[src/rtl/if_fetch_ctrl_pkg.sv]
// Shared types and default constants for the instruction-fetch controller.
package if_fetch_ctrl_pkg;

  localparam int unsigned ADDR_W_DEF = 32;
  localparam int unsigned DATA_W_DEF = 32;
  localparam int unsigned PC_STEP    = 4;

  typedef enum logic {
    ST_IDLE = 1'b0,
    ST_WAIT = 1'b1
  } fetch_state_e;

endpackage

[src/rtl/if_fetch_ctrl_if.sv]
// Fetch controller bus: PC register loop, instruction memory port, decode port.
interface if_fetch_ctrl_if
  import if_fetch_ctrl_pkg::*;
#(
  parameter int unsigned ADDR_W = ADDR_W_DEF,
  parameter int unsigned DATA_W = DATA_W_DEF
);

  logic [ADDR_W-1:0] pc_cur;
  logic [ADDR_W-1:0] npc;
  logic              pc_change;
  logic              pause;
  logic              redirect;
  logic [ADDR_W-1:0] redirect_pc;
  logic              imem_req;
  logic [ADDR_W-1:0] imem_addr;
  logic              imem_ack;
  logic [DATA_W-1:0] imem_rdata;
  logic              id_valid;
  logic [DATA_W-1:0] id_inst;
  logic [ADDR_W-1:0] id_pc;
  logic              id_ready;

  // Controller side
  modport master (
    input  pc_cur, redirect, redirect_pc, imem_ack, imem_rdata, id_ready,
    output npc, pc_change, pause, imem_req, imem_addr, id_valid, id_inst, id_pc
  );

  // Environment side (PC register, memory, decode)
  modport slave (
    output pc_cur, redirect, redirect_pc, imem_ack, imem_rdata, id_ready,
    input  npc, pc_change, pause, imem_req, imem_addr, id_valid, id_inst, id_pc
  );

endinterface

[src/rtl/if_fetch_ctrl_fetch_buf.sv]
// Two-entry {pc, inst} FIFO between fetch and decode with synchronous flush.
module if_fetch_ctrl_fetch_buf
  import if_fetch_ctrl_pkg::*;
#(
  parameter int unsigned ADDR_W = ADDR_W_DEF,
  parameter int unsigned DATA_W = DATA_W_DEF
) (
  input  logic              clk,
  input  logic              rst,
  input  logic              i_push,
  input  logic              i_pop,
  input  logic              i_flush,
  input  logic [ADDR_W-1:0] i_pc,
  input  logic [DATA_W-1:0] i_inst,
  output logic [1:0]        o_count,
  output logic              o_valid,
  output logic [ADDR_W-1:0] o_pc,
  output logic [DATA_W-1:0] o_inst
);

  logic [ADDR_W-1:0] r_pc   [0:1];
  logic [DATA_W-1:0] r_inst [0:1];
  logic              r_rd;
  logic [1:0]        r_cnt;

  logic w_pop;
  logic w_wr_idx;

  // Flush wins over a same-cycle pop; write slot follows the head
  assign w_pop    = i_pop && (r_cnt != 2'd0) && !i_flush;
  assign w_wr_idx = r_rd ^ r_cnt[0];

  // Read pointer and occupancy
  always_ff @(posedge clk or posedge rst) begin
    if (rst) begin
      r_rd  <= 1'b0;
      r_cnt <= 2'd0;
    end else if (i_flush) begin
      r_rd  <= 1'b0;
      r_cnt <= 2'd0;
    end else begin
      if (w_pop) r_rd <= ~r_rd;
      case ({i_push, w_pop})
        2'b10:   r_cnt <= r_cnt + 2'd1;
        2'b01:   r_cnt <= r_cnt - 2'd1;
        default: r_cnt <= r_cnt;
      endcase
    end
  end

  // Entry storage; contents are only meaningful while counted
  always_ff @(posedge clk) begin
    if (i_push && !i_flush) begin
      r_pc[w_wr_idx]   <= i_pc;
      r_inst[w_wr_idx] <= i_inst;
    end
  end

  assign o_count = r_cnt;
  assign o_valid = (r_cnt != 2'd0);
  assign o_pc    = r_pc[r_rd];
  assign o_inst  = r_inst[r_rd];

endmodule

[src/rtl/if_fetch_ctrl.sv]
// Instruction-fetch controller: one outstanding imem request, PC feedback,
// two-entry buffer toward decode. Optional perf counters under FETCH_PERF_EN.
module if_fetch_ctrl
  import if_fetch_ctrl_pkg::*;
#(
  parameter int unsigned ADDR_W  = ADDR_W_DEF,
  parameter int unsigned DATA_W  = DATA_W_DEF,
  parameter int unsigned PC_STEP = if_fetch_ctrl_pkg::PC_STEP
) (
  input  logic         clk,
  input  logic         rst,
`ifdef FETCH_PERF_EN
  output logic [31:0]  perf_fetch_cnt,
  output logic [31:0]  perf_stall_cnt,
`endif
  if_fetch_ctrl_if.master bus
);

  fetch_state_e      r_state;
  logic              r_kill;
  logic [ADDR_W-1:0] r_req_addr;

  logic [1:0]        w_count;
  logic              w_id_valid;
  logic              w_ack_live;
  logic              w_push;
  logic              w_issue;
  logic              w_pc_change;
  logic [ADDR_W-1:0] w_npc;

  assign w_ack_live = (r_state == ST_WAIT) && bus.imem_ack;
  assign w_push     = w_ack_live && !r_kill && !bus.redirect;
  // A redirect in IDLE holds the issue one cycle so the stale pc_cur is never fetched
  assign w_issue    = (r_state == ST_IDLE) && (w_count != 2'd2) && !bus.redirect;

  // Request FSM with kill flag and latched request address
  always_ff @(posedge clk or posedge rst) begin
    if (rst) begin
      r_state    <= ST_IDLE;
      r_kill     <= 1'b0;
      r_req_addr <= '0;
    end else begin
      case (r_state)
        ST_IDLE: begin
          if (w_issue) begin
            r_state    <= ST_WAIT;
            r_req_addr <= bus.pc_cur;
          end
        end
        ST_WAIT: begin
          if (bus.imem_ack) begin
            r_state <= ST_IDLE;
            r_kill  <= 1'b0;
          end else if (bus.redirect) begin
            r_kill <= 1'b1;
          end
        end
      endcase
    end
  end

  // Next-PC selection: redirect target first, then sequential step on a live ack
  always_comb begin
    w_pc_change = 1'b0;
    w_npc       = '0;
    if (bus.redirect) begin
      w_pc_change = 1'b1;
      w_npc       = bus.redirect_pc;
    end else if (w_push) begin
      w_pc_change = 1'b1;
      w_npc       = r_req_addr + ADDR_W'(PC_STEP);
    end
  end

  assign bus.npc       = w_npc;
  assign bus.pc_change = w_pc_change;
  assign bus.pause     = (r_state == ST_IDLE) && (w_count == 2'd2) && !w_pc_change;
  assign bus.imem_req  = (r_state == ST_WAIT);
  assign bus.imem_addr = r_req_addr;
  assign bus.id_valid  = w_id_valid;

  if_fetch_ctrl_fetch_buf #(
    .ADDR_W (ADDR_W),
    .DATA_W (DATA_W)
  ) u_fetch_buf (
    .clk     (clk),
    .rst     (rst),
    .i_push  (w_push),
    .i_pop   (w_id_valid && bus.id_ready),
    .i_flush (bus.redirect),
    .i_pc    (r_req_addr),
    .i_inst  (bus.imem_rdata),
    .o_count (w_count),
    .o_valid (w_id_valid),
    .o_pc    (bus.id_pc),
    .o_inst  (bus.id_inst)
  );

`ifdef FETCH_PERF_EN
  logic [31:0] r_perf_fetch;
  logic [31:0] r_perf_stall;

  // Pushed-fetch and pause-cycle counters, wrapping
  always_ff @(posedge clk or posedge rst) begin
    if (rst) begin
      r_perf_fetch <= 32'd0;
      r_perf_stall <= 32'd0;
    end else begin
      if (w_push)    r_perf_fetch <= r_perf_fetch + 32'd1;
      if (bus.pause) r_perf_stall <= r_perf_stall + 32'd1;
    end
  end

  assign perf_fetch_cnt = r_perf_fetch;
  assign perf_stall_cnt = r_perf_stall;
`endif

endmodule

[src/flat_wrapper.sv]
// flat-port wrapper written by rule: the top's interface ports become plain ports
module if_fetch_ctrl_flat import if_fetch_ctrl_pkg::*;
#(
  parameter int unsigned ADDR_W  = ADDR_W_DEF,
  parameter int unsigned DATA_W  = DATA_W_DEF,
  parameter int unsigned PC_STEP = if_fetch_ctrl_pkg::PC_STEP
)
  (clk, rst, bus_pc_cur, bus_redirect, bus_redirect_pc, bus_imem_ack, bus_imem_rdata, bus_id_ready, bus_npc, bus_pc_change, bus_pause, bus_imem_req, bus_imem_addr, bus_id_valid, bus_id_inst, bus_id_pc);
  if_fetch_ctrl_if #(.ADDR_W(ADDR_W), .DATA_W(DATA_W)) bus_i ();
  input  logic clk;
  input  logic rst;
  input wire logic [$bits(bus_i.pc_cur)-1:0] bus_pc_cur;
  input wire logic [$bits(bus_i.redirect)-1:0] bus_redirect;
  input wire logic [$bits(bus_i.redirect_pc)-1:0] bus_redirect_pc;
  input wire logic [$bits(bus_i.imem_ack)-1:0] bus_imem_ack;
  input wire logic [$bits(bus_i.imem_rdata)-1:0] bus_imem_rdata;
  input wire logic [$bits(bus_i.id_ready)-1:0] bus_id_ready;
  output wire logic [$bits(bus_i.npc)-1:0] bus_npc;
  output wire logic [$bits(bus_i.pc_change)-1:0] bus_pc_change;
  output wire logic [$bits(bus_i.pause)-1:0] bus_pause;
  output wire logic [$bits(bus_i.imem_req)-1:0] bus_imem_req;
  output wire logic [$bits(bus_i.imem_addr)-1:0] bus_imem_addr;
  output wire logic [$bits(bus_i.id_valid)-1:0] bus_id_valid;
  output wire logic [$bits(bus_i.id_inst)-1:0] bus_id_inst;
  output wire logic [$bits(bus_i.id_pc)-1:0] bus_id_pc;
  assign bus_i.pc_cur = bus_pc_cur;
  assign bus_i.redirect = bus_redirect;
  assign bus_i.redirect_pc = bus_redirect_pc;
  assign bus_i.imem_ack = bus_imem_ack;
  assign bus_i.imem_rdata = bus_imem_rdata;
  assign bus_i.id_ready = bus_id_ready;
  assign bus_npc = bus_i.npc;
  assign bus_pc_change = bus_i.pc_change;
  assign bus_pause = bus_i.pause;
  assign bus_imem_req = bus_i.imem_req;
  assign bus_imem_addr = bus_i.imem_addr;
  assign bus_id_valid = bus_i.id_valid;
  assign bus_id_inst = bus_i.id_inst;
  assign bus_id_pc = bus_i.id_pc;
  if_fetch_ctrl #(.ADDR_W(ADDR_W), .DATA_W(DATA_W), .PC_STEP(PC_STEP)) u_core (.clk(clk), .rst(rst), .bus(bus_i));
endmodule
[config.mk]
export PLATFORM = sky130hd
export DESIGN_NAME = if_fetch_ctrl_flat
export DESIGN_NICKNAME = d
export VERILOG_FILES = /design/src/rtl/if_fetch_ctrl_pkg.sv /design/src/rtl/if_fetch_ctrl_if.sv /design/src/rtl/if_fetch_ctrl_fetch_buf.sv /design/src/rtl/if_fetch_ctrl.sv /design/src/flat_wrapper.sv
export SDC_FILE = /design/constraint.sdc
export NUM_CORES = 1
export LEC_CHECK = 0
export ABC_CLOCK_PERIOD_IN_PS = 5700
export BUFFER_PORTS_ARGS = -buffer_cell sky130_fd_sc_hd__buf_2
export CELL_PAD_IN_SITES_DETAIL_PLACEMENT = 0
export CELL_PAD_IN_SITES_GLOBAL_PLACEMENT = 1
export CORE_UTILIZATION = 41
export CTS_CLUSTER_SIZE = 12
export DETAILED_ROUTE_END_ITERATION = 8
export GPL_TIMING_DRIVEN = 1
export PLACE_DENSITY = 0.79
export SETUP_SLACK_MARGIN = 0.1
export SYNTH_ARGS = -nofsm -noshare
export SYNTH_HDL_FRONTEND = slang
export SYNTH_SLANG_ARGS = --single-unit
export TNS_END_PERCENT = 30
[constraint.sdc]
create_clock -name clk -period 5.7 [get_ports clk]
set_input_delay 0.57 -clock clk [delete_from_list [all_inputs] [get_ports clk]]
set_output_delay 0.57 -clock clk [all_outputs]
set_load 0.005 [all_outputs]
==> Yosys cells after proc, flatten, opt, wreduce, memory -nomap -nowiden <==
Memory sizes are Yosys's and may differ from the RTL's.
Index checks and enable logic that the tools add are counted.
{ "op_classes": {"addsub": 3, "n_eq_ne": 4, "muxes": 15, "bitwise_logic": 3, "reduce_logical": 20} }
{ "op_table": {"columns": ["cell", "count"], "rows": [
  ["$mux W32", 2],
  ["$add A32 B3 Y32 const B", 1],
  ["$logic_and A1 B1 Y1", 11],
  ["$mux W1", 10],
  ["$reduce_bool A2 Y1", 3],
  ["$eq A2 B2 Y1 const B", 2],
  ["$pmux W2 S2", 1],
  ["$reduce_and A2 Y1", 2],
  ["$logic_not A1 Y1", 3],
  ["$reduce_bool A3 Y1", 1],
  ["$add A2 B1 Y2 const B", 1],
  ["$eq A2 B1 Y1 const B", 1],
  ["$mux W2", 1],
  ["$ne A2 B2 Y1 const B", 1],
  ["$not A1 Y1", 2],
  ["$pmux W1 S2", 1],
  ["$sub A2 B1 Y2 const B", 1],
  ["$xor A1 B1 Y1", 1]
]} }
{ "totals": {"register_bits": 37, "ramBits": 128, "input_bits": 101, "out_inout_bits": 132, "wordCells": 52, "n_memories": 2} }
{ "mem_list": {"columns": ["name", "words", "width", "read_ports", "rd_ports_with_merged_regs", "wr", "line", "source"], "rows": [
  ["u_core.u_fetch_buf.r_inst", 2, 32, 1, 0, 1, "if_fetch_ctrl_fetch_buf.sv:22", "logic [DATA_W-1:0] r_inst [0:1];"],
  ["u_core.u_fetch_buf.r_pc", 2, 32, 1, 0, 1, "if_fetch_ctrl_fetch_buf.sv:21", "logic [ADDR_W-1:0] r_pc [0:1];"]
]} }

==> Longest topological paths before layout <==
Gate-level depths: netlist (run 1).
{ "depth": {"depth_word": 7, "ltp_mapped": 6, "ltp_nobuf": 5} }

==> By module <==
A second synthesis (run 1) with hierarchy kept.
{ "hier_totals": {"cells_unflattened": 468, "hier_area_um2": 7252.0} }
{ "by_module_without_submodules": {"columns": ["module", "instances", "cells_each", "area_each_um2", "seq_area_each_um2"], "rows": [
  ["if_fetch_ctrl_fetch_buf", 1, 221, 4972.3, 3918.8],
  ["if_fetch_ctrl", 1, 247, 2279.7, 850.8]
]} }

==> Worst setup path before layout (run 1) <==
No wires, ideal clock.
{ "synth_timing": {"path_kind": "input to register", "startpoint": "input bus_imem_ack", "endpoint": "memory u_core.u_fetch_buf.r_inst[0][0] (netlist bit), enable pin", "setup_time_ns": 0.486, "t_arrival_ns": 3.703, "required_ns": 5.214, "slack_ns": 1.511, "cell_stages": 4, "path_buffers": 1, "cell_sequence": "and3b_1 > nand2_1 > clkbuf_1 > nor2_1"} }
{ "synth_via": {"elab_chain_cells": 6} }
{ "synth_lines": {"columns": ["element", "line", "source"], "rows": [
  ["start: declaration", "flat_wrapper.sv:15", "input wire logic [$bits(bus_i.imem_ack)-1:0] bus_imem_ack;"],
  ["$logic_and A1 B1 Y1", "if_fetch_ctrl.sv:31", "assign w_ack_live = (r_state == ST_WAIT) && bus.imem_ack;"],
  ["$logic_and A1 B1 Y1 (2 in a row)", "if_fetch_ctrl.sv:32", "assign w_push = w_ack_live && !r_kill && !bus.redirect;"],
  ["$logic_and A1 B1 Y1", "if_fetch_ctrl_fetch_buf.sv:53", "if (i_push && !i_flush) begin"],
  ["$mux W1", "if_fetch_ctrl_fetch_buf.sv:53", null],
  ["$mux W1 (not written as such)", "if_fetch_ctrl_fetch_buf.sv:55", "r_inst[w_wr_idx] <= i_inst;"],
  ["end: declaration", "if_fetch_ctrl_fetch_buf.sv:22", null]
]} }
No other way between the ends.

==> Worst setup path after layout (run 1) <==
{ "layout_timing": {"startpoint": "input bus_redirect", "endpoint": "output bus_npc[28]"} }
{ "layout_via": {"elab_chain_cells": 4} }
{ "layout_lines": {"columns": ["element", "line", "source"], "rows": [
  ["start: declaration", "flat_wrapper.sv:13", "input wire logic [$bits(bus_i.redirect)-1:0] bus_redirect;"],
  ["$logic_not A1 Y1", "if_fetch_ctrl.sv:32", null],
  ["$logic_and A1 B1 Y1", "if_fetch_ctrl.sv:32", null],
  ["$mux W32", "if_fetch_ctrl.sv:69", "end else if (w_push) begin"],
  ["$mux W32 *", "if_fetch_ctrl.sv:66", "if (bus.redirect) begin"],
  ["end: declaration", "flat_wrapper.sv:18", "output wire logic [$bits(bus_i.npc)-1:0] bus_npc;"]
]} }
Mark *: on every way between the ends. The rest lies on a longest branch, timed or not.

==> impl_metrics.py, run 1 <==
metrics = {
    "run_status": {
        "outcome": "finished clean",
    },
    "cts": {
        "cts_setup_buffers": 0,
        "cts-root-buf": "sky130_fd_sc_hd__clkbuf_16",
        "clkSinkCount": 165,
        "cts_tree": "yes",
        "clk-insertion-delay-late_ns": 0.43,
        "postCtsHoldBufs": 0,
        "cts_buffer_depth": 2,
        "cts_resized": 0,
        "clock_tree.htree_level_count": 4,
        "tritoncts.num_buffers": 17,
        "clk_pin_slew_ns": 0.07,
    },
    "synthesis": {
        "postSynthRegisterBits": 165,
        "mappedNetlistArea_um2": 7310,
        "synth_edf_count": 128,
        "synth_cell_types": 50,
        "synth.avg_cell_area_um2": 14.77,
        "synthFlopType": "sky130_fd_sc_hd__edfxtp_1",
        "warnings_synthesis": 0,
        "syn_inst": 495,
        "synth-seq-area-share_pct": 65.25,
        "ys_async_sr_fraction_pct": 22.42,
        "mappedNetlistNets": 597,
    },
    "placement": {
        "dp_slack_ns": 2.004,
        "dp_cells": 925,
        "gp_congestion": 0.7687,
        "portBuffers": 232,
        "dpl.hpwl_um": 12370,
    },
    "timing": {
        "report.final.hold_viol_count": 0,
        "report.final.slew_viol_count": 0,
        "post-route-period-util_pct": 58.40,
        "final.setup.worst_slack_ns": 2.371,
        "timing.final.setup_violations": 0,
        "max_slew_margin_pct": 36.55,
        "tightest_slew_ns": 0.9506,
        "setup_tns_ns": 0,
        "final.min_clock_period_ns": 3.329,
        "rsz0062_at_grt": "false",
        "fin_worst_skew_ns": 0.01162,
        "fmax_mhz": 300.4,
    },
    "pwr": {
        "power.share.sequential_pct": 50.2,
        "pwr-share-clk_pct": 36.0,
        "netSwitchingPower_uw": 863.0,
        "power_density_nw_per_um2": 338.2,
        "irDropWorstVdd_uv": 209.4,
        "netSwitchingFraction_pct": 27.77,
        "total_power_uw": 3107,
        "p_leak_uw": 0.003587,
        "power_frac_comb_pct": 13.8,
        "internal_power_uw": 2244,
    },
    "floorplan": {
        "core_area_um2": 17360,
        "initial_core_util_pct": 42.11,
        "die_h_um": 135.5,
        "num_io_pins": 233,
        "die_w_um": 135.5,
        "floorplan.die_area_um2": 18370,
        "num_rows": 48,
    },
    "detailed_routing": {
        "totalWireLength_um": 18390,
        "first_pass_iters": 5,
        "initialDrtViolationCount": 260,
        "detail-route-antenna-nets": 0,
        "routed-via-count": 5160,
        "vias_per_cell": 5.381,
        "drt_drc_violations_left": 0,
        "route.detailed.wl_per_inst_um": 19.18,
    },
    "critical_path": {
        "timing.critical_path.required_ns": 5.13,
        "cp_data_arrival_time_ns": 2.76,
        "worst_setup_path_startpoint": "bus_redirect",
        "worst_setup_path_start_kind": "input pin",
        "reg2regPathDepth": 4,
        "r2r_end": "u_core.u_fetch_buf.r_inst[0][17]",
        "ff2ff_setup_slack_ns": 2.49,
        "crit_type": "input pin to primary output",
        "timing.critical_path.to_type": "primary output",
        "worstReg2RegStart": "u_core.bus.imem_req",
        "timing.critical_path.fanout_max": 53,
        "setup.worst_path.end": "bus_npc[28]",
    },
    "layout": {
        "nets": 821,
        "finalCoreUtilization_pct": 52.93,
        "finish.cell_count_without_fillers": 959,
        "final_layout_size_suffix_gt1_share_pct": 50.96,
        "num-fill-cells": 1488,
        "area_growth_pct": 25.69,
    },
    "grt": {
        "grt.total_usage_pct": 20.40,
        "gr-total-overflow": 0,
        "grt_start_max_net_pins": 66,
        "grt_pass1_vias": 5038,
        "antenna_found_initial": 2,
        "grt_first_pass_wirelength_um": 27950,
    },
    "min_path": {
        "min_path_type": "input pin to async pin",
    },
    "run": {
        "max-cap-violations": 0,
    },
}
registers in the layout, summed over array words and instances, names as in the netlist:
| name | count |
|---|---|
| u_core.u_fetch_buf.r_rd | 1 |
| u_core.u_fetch_buf.o_count | 2 |
| u_core.bus.imem_req | 1 |
| u_core.u_fetch_buf.r_pc | 64 |
| u_core.bus.imem_addr | 32 |
| u_core.u_fetch_buf.r_inst | 64 |
| u_core.r_kill | 1 |
power by group through the flow:
stage	clock, uW	combinational (uW)	sequential [uW]
global route	1180	471	1580
finish	1120	430	1560
CTS	1140	435	1560
detailed placement	0	431	1580
floorplan	0	251	1530
global placement	0	422	1570
placed cells by master, fill, tap and decap left out, types with 6 or more instances in the layout:
master,instances
sky130_fd_sc_hd__dfrtp_1,36
sky130_fd_sc_hd__or3_1,7
sky130_fd_sc_hd__mux2_2,96
sky130_fd_sc_hd__o21ai_0,13
sky130_fd_sc_hd__edfxtp_1,128
sky130_fd_sc_hd__xnor2_1,7
sky130_fd_sc_hd__nand4_1,11
sky130_fd_sc_hd__nand2_1,35
sky130_fd_sc_hd__o211ai_1,8
sky130_fd_sc_hd__nand3_1,24
sky130_fd_sc_hd__and3_1,8
sky130_fd_sc_hd__xor2_1,8
sky130_fd_sc_hd__or4_1,7
sky130_fd_sc_hd__clkbuf_16,17
sky130_fd_sc_hd__buf_2,232
sky130_fd_sc_hd__a32oi_1,6
sky130_fd_sc_hd__nor2_1,9
cells in the mapped netlist (6+ instances only):
master                     number  area [um2]
sky130_fd_sc_hd__clkbuf_1      10       37.54
sky130_fd_sc_hd__a32oi_1        6       52.55
sky130_fd_sc_hd__xnor2_1        7       61.31
sky130_fd_sc_hd__dfrtp_1       37       925.9
sky130_fd_sc_hd__buf_6          6       67.56
sky130_fd_sc_hd__edfxtp_1     128        3844
sky130_fd_sc_hd__buf_2         10       50.05
sky130_fd_sc_hd__nand2_1       35       131.4
sky130_fd_sc_hd__or4_1          7       52.55
sky130_fd_sc_hd__mux2_2        96        1081
sky130_fd_sc_hd__o211ai_1       8       60.06
sky130_fd_sc_hd__xor2_1         8       70.07
sky130_fd_sc_hd__or3_1          7       43.79
sky130_fd_sc_hd__and3_1         8       50.05
sky130_fd_sc_hd__o21ai_0       13       65.06
sky130_fd_sc_hd__nor2_1        10       37.54
sky130_fd_sc_hd__nand4_1       11       68.82
sky130_fd_sc_hd__nand3_1       25       125.1
critical path: stages:
cell and delay, ns:
sky130_fd_sc_hd__buf_2 0.67, sky130_fd_sc_hd__inv_1 0.40, sky130_fd_sc_hd__nand2_1 0.54, sky130_fd_sc_hd__nor2_1 0.09, sky130_fd_sc_hd__a221o_1 0.35, sky130_fd_sc_hd__buf_2 0.13
final cells by class:
cell class / instances / area [um2] / share of cell area [%]
Sequential cell: 165 / 4771 / 51.93
Antenna cell: 2 / 5.005 / 0.05447
Clock buffer: 19 / 432.9 / 4.712
Inverter: 5 / 18.77 / 0.2043
Multi-Input combinational cell: 296 / 2362 / 25.71
Tap cell: 225 / 281.5 / 3.064
Clock inverter: 13 / 140.1 / 1.525
Timing Repair Buffer: 234 / 1176 / 12.80
layer usage:
layer	track usage (%)	wire, um
met1	25.91	7769
met2	33.30	8950
met3	4.863	1267
met4	8.739	404
met5	0	0
metrics by stage:
stage | hold WS, ns | area [um2]
CTS | 0.3138 | 9183
global route | 0.3110 | 9185
detailed placement | 0.5243 | 8610
finish | 0.3124 | 9188
global placement | 0.5111 | 8610
floorplan | 0.4813 | 7310
cells by family (layout without fill, tap and decap cells):
| kind of cell | after synthesis | count (layout) | synth area share, % |
|---|---|---|---|
| buf+inv | 34 | 271 | 2.636 |
| xor+xnor | 15 | 15 | 1.797 |
| compound gates | 51 | 51 | 5.170 |
| simple gates | 133 | 133 | 10.19 |
| other cells | 0 | 2 | 0 |
| mux | 96 | 96 | 14.79 |
| flops | 165 | 165 | 65.25 |
| fa+ha+maj | 1 | 1 | 0.1711 |
worst min-delay path by stage:
stage / start / endpoint / slack [ns] / cells after the start
CTS: bus_imem_rdata[8] / u_core.u_fetch_buf.r_inst[1][8] / 0.31 / 1
finish: rst / u_core.bus.imem_addr[5] / 0.31 / 2
floorplan: u_core.bus.imem_addr[4] / u_core.u_fetch_buf.r_pc[0][4] / 0.48 / 0
global placement: u_core.bus.imem_addr[1] / u_core.u_fetch_buf.r_pc[1][1] / 0.51 / 0
detailed placement: u_core.bus.imem_addr[0] / u_core.u_fetch_buf.r_pc[1][0] / 0.52 / 0
global route: bus_imem_rdata[0] / u_core.u_fetch_buf.r_inst[1][0] / 0.31 / 1
(Power assumes the default switching activity.)
==> run 2: changes to the inputs <==
--- a/config.mk
+++ b/config.mk
@@ -5,15 +5,16 @@
 export SDC_FILE = /design/constraint.sdc
 export NUM_CORES = 1
 export LEC_CHECK = 0
-export ABC_CLOCK_PERIOD_IN_PS = 5700
+export ABC_AREA = 1
+export ABC_CLOCK_PERIOD_IN_PS = 2700
 export BUFFER_PORTS_ARGS = -buffer_cell sky130_fd_sc_hd__buf_2
 export CELL_PAD_IN_SITES_DETAIL_PLACEMENT = 0
 export CELL_PAD_IN_SITES_GLOBAL_PLACEMENT = 1
-export CORE_UTILIZATION = 41
+export CORE_UTILIZATION = 35
 export CTS_CLUSTER_SIZE = 12
 export DETAILED_ROUTE_END_ITERATION = 8
 export GPL_TIMING_DRIVEN = 1
-export PLACE_DENSITY = 0.79
+export PLACE_DENSITY = 0.76
 export SETUP_SLACK_MARGIN = 0.1
 export SYNTH_ARGS = -nofsm -noshare
 export SYNTH_HDL_FRONTEND = slang
==> constraint.sdc (replaced) <==
create_clock -name clk -period 2.7 [get_ports clk]
set_input_delay 0.27 -clock clk [delete_from_list [all_inputs] [get_ports clk]]
set_output_delay 0.27 -clock clk [all_outputs]
set_load 0.005 [all_outputs]
==> impl_metrics.py, run 2 <==
metrics = {
    "floorplan": {
        "floorplan.die_area_um2": 21860,
        "initial_core_util_pct": 36.22,
        "num_io_pins": 233,
        "num_rows": 52,
        "die_h_um": 147.9,
        "die_w_um": 147.9,
        "core_area_um2": 20560,
    },
    "cts": {
        "cts_buffer_depth": 2,
        "clk_pin_slew_ns": 0.06,
        "cts_resized": 0,
        "clock_tree.htree_level_count": 4,
        "cts_tree": "yes",
        "postCtsHoldBufs": 1,
        "clkSinkCount": 165,
        "cts_setup_buffers": 0,
        "clk-insertion-delay-late_ns": 0.42,
        "cts-root-buf": "sky130_fd_sc_hd__clkbuf_16",
        "tritoncts.num_buffers": 17,
    },
    "timing": {
        "max_slew_margin_pct": 59.49,
        "rsz0062_at_grt": "false",
        "final.min_clock_period_ns": 2.423,
        "report.final.hold_viol_count": 0,
        "post-route-period-util_pct": 89.73,
        "timing.final.setup_violations": 0,
        "tightest_slew_ns": 0.6077,
        "report.final.slew_viol_count": 0,
        "fin_worst_skew_ns": 0.006528,
        "fmax_mhz": 412.8,
    },
    "grt": {
        "grt.total_usage_pct": 18.98,
        "grt_pass1_vias": 5562,
        "grt_first_pass_wirelength_um": 30810,
        "grt.met3_usage_pct": 4.043,
        "groute.layer.met2.usage_pct": 30.78,
        "gr-total-overflow": 0,
        "antenna_found_initial": 0,
        "grt_start_max_net_pins": 55,
        "top_usage_layer": "met2",
        "grt.met1_usage_pct": 24.97,
    },
    "layout": {
        "antenna_cells_inserted": 0,
        "finalCoreUtilization_pct": 46.17,
        "highest_count_cells_in_the_layout_ignoring_fill_and_taps": "sky130_fd_sc_hd__nand2_1, sky130_fd_sc_hd__buf_2, sky130_fd_sc_hd__edfxtp_1, sky130_fd_sc_hd__nor2_1, sky130_fd_sc_hd__inv_1",
        "area_growth_pct": 27.47,
        "nets": 1098,
        "final_layout_size_suffix_gt1_share_pct": 30.72,
        "layout_commonest_cell": "sky130_fd_sc_hd__nand2_1",
        "postLayoutCellArea_um2": 9492,
        "finish.cell_count_without_fillers": 1279,
        "num-fill-cells": 2026,
    },
    "critical_path": {
        "worst_setup_path_start_kind": "register",
        "timing.critical_path.to_type": "primary output",
        "cp_data_arrival_time_ns": 2.15,
        "timing.critical_path.required_ns": 2.43,
        "worstReg2RegStart": "u_core.u_fetch_buf.r_rd",
        "crit_type": "register to primary output",
        "ff2ff_setup_slack_ns": 0.81,
        "reg2regPathDepth": 4,
        "setup.worst_path.end": "bus_npc[30]",
        "worst_setup_path_startpoint": "u_core.bus.imem_addr[2]",
        "r2r_end": "u_core.u_fetch_buf.r_pc[0][26]",
        "timing.critical_path.fanout_max": 7,
    },
    "synthesis": {
        "synth_top_cell_area_share_pct": 51.62,
        "synth-seq-area-share_pct": 64.06,
        "mappedNetlistNets": 862,
        "yosys.cell_count.top_type": "sky130_fd_sc_hd__nand2_1",
        "synth.avg_cell_area_um2": 9.797,
        "syn_inst": 760,
        "postSynthRegisterBits": 165,
        "netlist.top_cell.by_area": "sky130_fd_sc_hd__edfxtp_1",
        "synth_cell_types": 30,
        "ys_async_sr_fraction_pct": 22.42,
        "synth_top_cells_by_area": "sky130_fd_sc_hd__edfxtp_1, sky130_fd_sc_hd__nand2_1, sky130_fd_sc_hd__dfrtp_1, sky130_fd_sc_hd__nor2_1, sky130_fd_sc_hd__inv_1",
        "mappedNetlistArea_um2": 7446,
        "synth_edf_count": 128,
        "yosys-top-cells-count": "sky130_fd_sc_hd__nand2_1, sky130_fd_sc_hd__edfxtp_1, sky130_fd_sc_hd__nor2_1",
        "warnings_synthesis": 0,
        "synthFlopType": "sky130_fd_sc_hd__edfxtp_1",
    },
    "pwr": {
        "internal_power_uw": 5619,
        "irDropWorstVdd_uv": 413.1,
        "power_frac_comb_pct": 28.6,
        "p_leak_uw": 0.004358,
        "power_density_nw_per_um2": 916.9,
        "power.share.sequential_pct": 44.8,
        "netSwitchingFraction_pct": 35.44,
        "netSwitchingPower_uw": 3084,
        "pwr-share-clk_pct": 26.6,
    },
    "run": {
        "max-cap-violations": 0,
    },
    "detailed_routing": {
        "initialDrtViolationCount": 304,
        "detail-route-antenna-nets": 0,
        "totalWireLength_um": 20310,
        "first_pass_iters": 7,
        "route.detailed.wl_per_inst_um": 15.88,
        "routed-via-count": 5868,
        "drt_drc_violations_left": 0,
        "vias_per_cell": 4.588,
    },
    "run_status": {
        "outcome": "finished clean",
    },
    "placement": {
        "dpl-instance-area_um2": 8914,
        "portBuffers": 232,
        "dpl.hpwl_um": 14730,
        "gp_congestion": 0.8648,
        "dp_cells": 1246,
    },
    "min_path": {
        "min_path_type": "input pin to register",
    },
}
run 2: routing by layer:
metal  routed length [um]  vias to the layer above
met5                    0                        -
met4                  391                        0
met3                 1188                       24
met2                 9668                      197
met1                 9065                     2682
li1                     -                     2965
run 2: final cells by class:
class	instances	area, um2	area share (%)
sequential	165	4771	50.26
multi-input combinational	522	2352	24.78
timing repair buffer	243	1284	13.52
tap	270	337.8	3.559
inverter	47	178.9	1.885
clock buffer	25	496.7	5.233
clock inverter	7	71.32	0.7514
run 2: cell families after synthesis:
kind of cell             synth area share (%)
multiplexers                            1.613
flip-flops                              64.06
adder cells (fa/ha/maj)                0.1680
AND/OR/NAND/NOR                         25.19
AO/OA/AOI/OAI                           4.067
XOR/XNOR                               0.3529
buffers and inverters                   4.554
run 2: worst min-delay path by stage:
stage / from / to / cells past startpoint / slack [ns]
5_1_grt: bus_imem_rdata[1] / u_core.u_fetch_buf.r_inst[1][1] / 1 / 0.02
2_1_floorplan: bus_imem_ack / u_core.bus.imem_req / 1 / 0.37
3_5_place_dp: rst / u_core.bus.imem_req / 2 / 0.27
3_3_place_gp: rst / u_core.r_kill / 2 / 0.27
4_1_cts: bus_imem_rdata[27] / u_core.u_fetch_buf.r_inst[0][27] / 1 / 0.02
6_report: bus_imem_rdata[2] / u_core.u_fetch_buf.r_inst[1][2] / 1 / 0.03
run 2: stage by stage:
stage | TNS, ns | setup slack [ns] | hold slack, ns | total power (uW)
2_1_floorplan | -25.75 | -0.2095 | 0.3664 | 5227
3_3_place_gp | 0 | 0.7673 | 0.2704 | 6454
3_5_place_dp | 0 | 0.7224 | 0.2736 | 6479
4_1_cts | 0 | 0.2530 | 0.01860 | 8806
5_1_grt | 0 | 0.1185 | 0.01734 | 9224
6_report | 0 | 0.2773 | 0.03444 | 8703
run 2: power groups by stage:
stage	sequential, uW	clock (uW)	combinational, uW
floorplan	3720	0	1510
global placement	3940	0	2520
detailed placement	3960	0	2520
CTS	3910	2360	2530
global route	3970	2460	2790
finish	3900	2310	2490
run 2: critical path: stages, from the launching register on:
cell and delay (ns):
sky130_fd_sc_hd__dfrtp_1 0.44, sky130_fd_sc_hd__ha_1 0.27, sky130_fd_sc_hd__nand2_1 0.13, sky130_fd_sc_hd__nor2_4 0.15, sky130_fd_sc_hd__inv_1 0.10, sky130_fd_sc_hd__nor2_1 0.22, sky130_fd_sc_hd__nand2_1 0.08, sky130_fd_sc_hd__nand2_1 0.06
sky130_fd_sc_hd__nand2_1 0.05, sky130_fd_sc_hd__nand2_1 0.07, sky130_fd_sc_hd__nand2_1 0.05, sky130_fd_sc_hd__buf_2 0.12
==> run 3: changes to the inputs <==
--- a/config.mk
+++ b/config.mk
@@ -14,7 +14,8 @@
 export CTS_CLUSTER_SIZE = 12
 export DETAILED_ROUTE_END_ITERATION = 8
 export GPL_TIMING_DRIVEN = 1
-export PLACE_DENSITY = 0.76
+export PLACE_DENSITY_LB_ADDON = 0.1
+export REMOVE_ABC_BUFFERS = 1
 export SETUP_SLACK_MARGIN = 0.1
 export SYNTH_ARGS = -nofsm -noshare
 export SYNTH_HDL_FRONTEND = slang
==> impl_metrics.py, run 3 (synthesis results as in run 2) <==
metrics = {
    "run_status": {
        "outcome": "finished clean",
    },
    "placement": {
        "gp_congestion": 0.7577,
        "dp_cells": 1244,
        "dpl.hpwl_um": 13920,
        "dpl-instance-area_um2": 8899,
        "portBuffers": 232,
    },
    "critical_path": {
        "timing.critical_path.required_ns": 2.43,
        "worst_path_dominant_cell_family": "simple AND/OR/NAND/NOR gates",
        "critical_path.slowest_cell": "sky130_fd_sc_hd__dfrtp_1",
        "worst_setup_path_start_kind": "register",
        "crit_type": "register to primary output",
        "worst_path_most_repeated_cell": "sky130_fd_sc_hd__nand2_1",
        "cp_data_arrival_time_ns": 2.18,
        "worst-path-buf-inv": 2,
        "worstPathCellList": "ha_1 > nand2_1 > nor2_4 > inv_1 > nor2_1 > nand2_1 > nand2_1 > nand2_1 > nand2_1 > nand2_1 > buf_2",
        "timing.critical_path.fanout_max": 7,
        "max_stage_delay_ns": 0.48,
        "timing.critical_path.to_type": "primary output",
    },
    "pwr": {
        "total_power_uw": 8699,
        "p_leak_uw": 0.004361,
        "netSwitchingFraction_pct": 36.95,
        "power.share.sequential_pct": 44.1,
        "power_density_nw_per_um2": 917.4,
        "irDropWorstVdd_uv": 452.9,
        "pwr-share-clk_pct": 27.2,
        "power_frac_comb_pct": 28.7,
        "internal_power_uw": 5484,
        "netSwitchingPower_uw": 3215,
    },
    "timing": {
        "tightest_slew_ns": 0.9061,
        "post-route-period-util_pct": 90.67,
        "holdWs_ns": 0.02815,
        "max_slew_margin_pct": 39.51,
        "report.final.slew_viol_count": 0,
        "final.min_clock_period_ns": 2.448,
        "rsz0062_at_grt": "false",
        "timing.final.setup_violations": 0,
        "report.final.hold_viol_count": 0,
        "fin_worst_skew_ns": 0.01031,
        "fmax_mhz": 408.5,
    },
    "layout": {
        "layout_commonest_cell": "sky130_fd_sc_hd__nand2_1",
        "highest_count_cells_in_the_layout_ignoring_fill_and_taps": "sky130_fd_sc_hd__nand2_1, sky130_fd_sc_hd__buf_2, sky130_fd_sc_hd__edfxtp_1, sky130_fd_sc_hd__nor2_1, sky130_fd_sc_hd__inv_1",
        "final_layout_size_suffix_gt1_share_pct": 31.31,
        "num-fill-cells": 2044,
        "finish.cell_count_without_fillers": 1276,
        "area_growth_pct": 27.34,
        "postLayoutCellArea_um2": 9482,
        "antenna_cells_inserted": 0,
        "nets": 1095,
    },
    "grt": {
        "gr-total-overflow": 0,
        "grt_pass1_vias": 5576,
        "grt_start_max_net_pins": 65,
        "grt_first_pass_wirelength_um": 31110,
        "grt.total_usage_pct": 19.22,
        "groute.layer.met2.usage_pct": 31.39,
        "antenna_found_initial": 0,
        "top_usage_layer": "met2",
        "grt.met3_usage_pct": 4.136,
        "grt.met1_usage_pct": 25.65,
    },
    "detailed_routing": {
        "initialDrtViolationCount": 255,
        "routed-via-count": 5777,
        "vias_per_cell": 4.527,
        "drt_drc_violations_left": 0,
        "route.detailed.wl_per_inst_um": 16.01,
        "detail-route-antenna-nets": 0,
        "totalWireLength_um": 20430,
        "first_pass_iters": 4,
    },
    "cts": {
        "clk_pin_slew_ns": 0.07,
        "cts_setup_buffers": 0,
        "clkSinkCount": 165,
        "cts-root-buf": "sky130_fd_sc_hd__clkbuf_16",
        "clock_tree.htree_level_count": 4,
        "cts_resized": 0,
        "tritoncts.num_buffers": 17,
        "postCtsHoldBufs": 0,
        "cts_tree": "yes",
        "cts_buffer_depth": 2,
        "clk-insertion-delay-late_ns": 0.43,
    },
    "min_path": {
        "min_path_type": "input pin to register",
    },
    "floorplan": {
        "num_io_pins": 233,
        "floorplan.die_area_um2": 21860,
        "core_area_um2": 20560,
        "die_h_um": 147.9,
        "num_rows": 52,
        "initial_core_util_pct": 36.22,
        "die_w_um": 147.9,
    },
    "run": {
        "max-cap-violations": 0,
    },
}
[run 3: final timing paths]
path | from | to | slack (ns) | depth (start not counted)
max | u_core.bus.imem_addr[2] | bus_npc[30] | 0.25 | 11
max reg2reg | u_core.bus.imem_req | u_core.u_fetch_buf.r_pc[0][0] | 0.80 | 3
min in group asynchronous | rst | u_core.bus.imem_addr[31] | 0.04 | 2
min reg2reg | u_core.bus.imem_addr[31] | u_core.u_fetch_buf.r_pc[0][31] | 0.54 | 0
min | bus_imem_rdata[8] | u_core.u_fetch_buf.r_inst[1][8] | 0.03 | 1
max in group asynchronous | rst | u_core.bus.imem_addr[3] | 2.04 | 2
[run 3: cell type report]
class | count | area, um2 | share of cell area [%]
clock buffers | 17 | 425.4 | 4.487
clock inverters | 15 | 156.4 | 1.650
inverters | 47 | 178.9 | 1.887
multi-input cells | 522 | 2352 | 24.81
flip-flops and latches | 165 | 4772 | 50.33
well taps | 270 | 337.8 | 3.563
repair buffers | 240 | 1259 | 13.28
[run 3: power by group through the flow]
| stage | clock, uW | combinational (uW) | sequential, uW |
|---|---|---|---|
| after floorplan | 0 | 1370 | 3770 |
| after global placement | 0 | 2540 | 3900 |
| after detailed placement | 0 | 2540 | 3910 |
| after CTS | 2420 | 2550 | 3860 |
| after global routing | 2510 | 2820 | 3930 |
| final | 2370 | 2490 | 3840 |
[run 3: routing by layer]
layer	share of wire, %	up-vias
li1	-	2962
met1	46	2619
met2	47	176
met3	5.7	20
met4	1.4	0
met5	0	-
[run 3: metrics by stage]
step | worst slack [ns] | util, % | TNS [ns]
after floorplan | -1.998 | - | -261.74
after global placement | 0.7341 | 43.28 | 0
after detailed placement | 0.6702 | 43.28 | 0
after CTS | 0.2125 | 46.11 | 0
after global routing | 0.1231 | 46.12 | 0
final | 0.2519 | 46.12 | 0
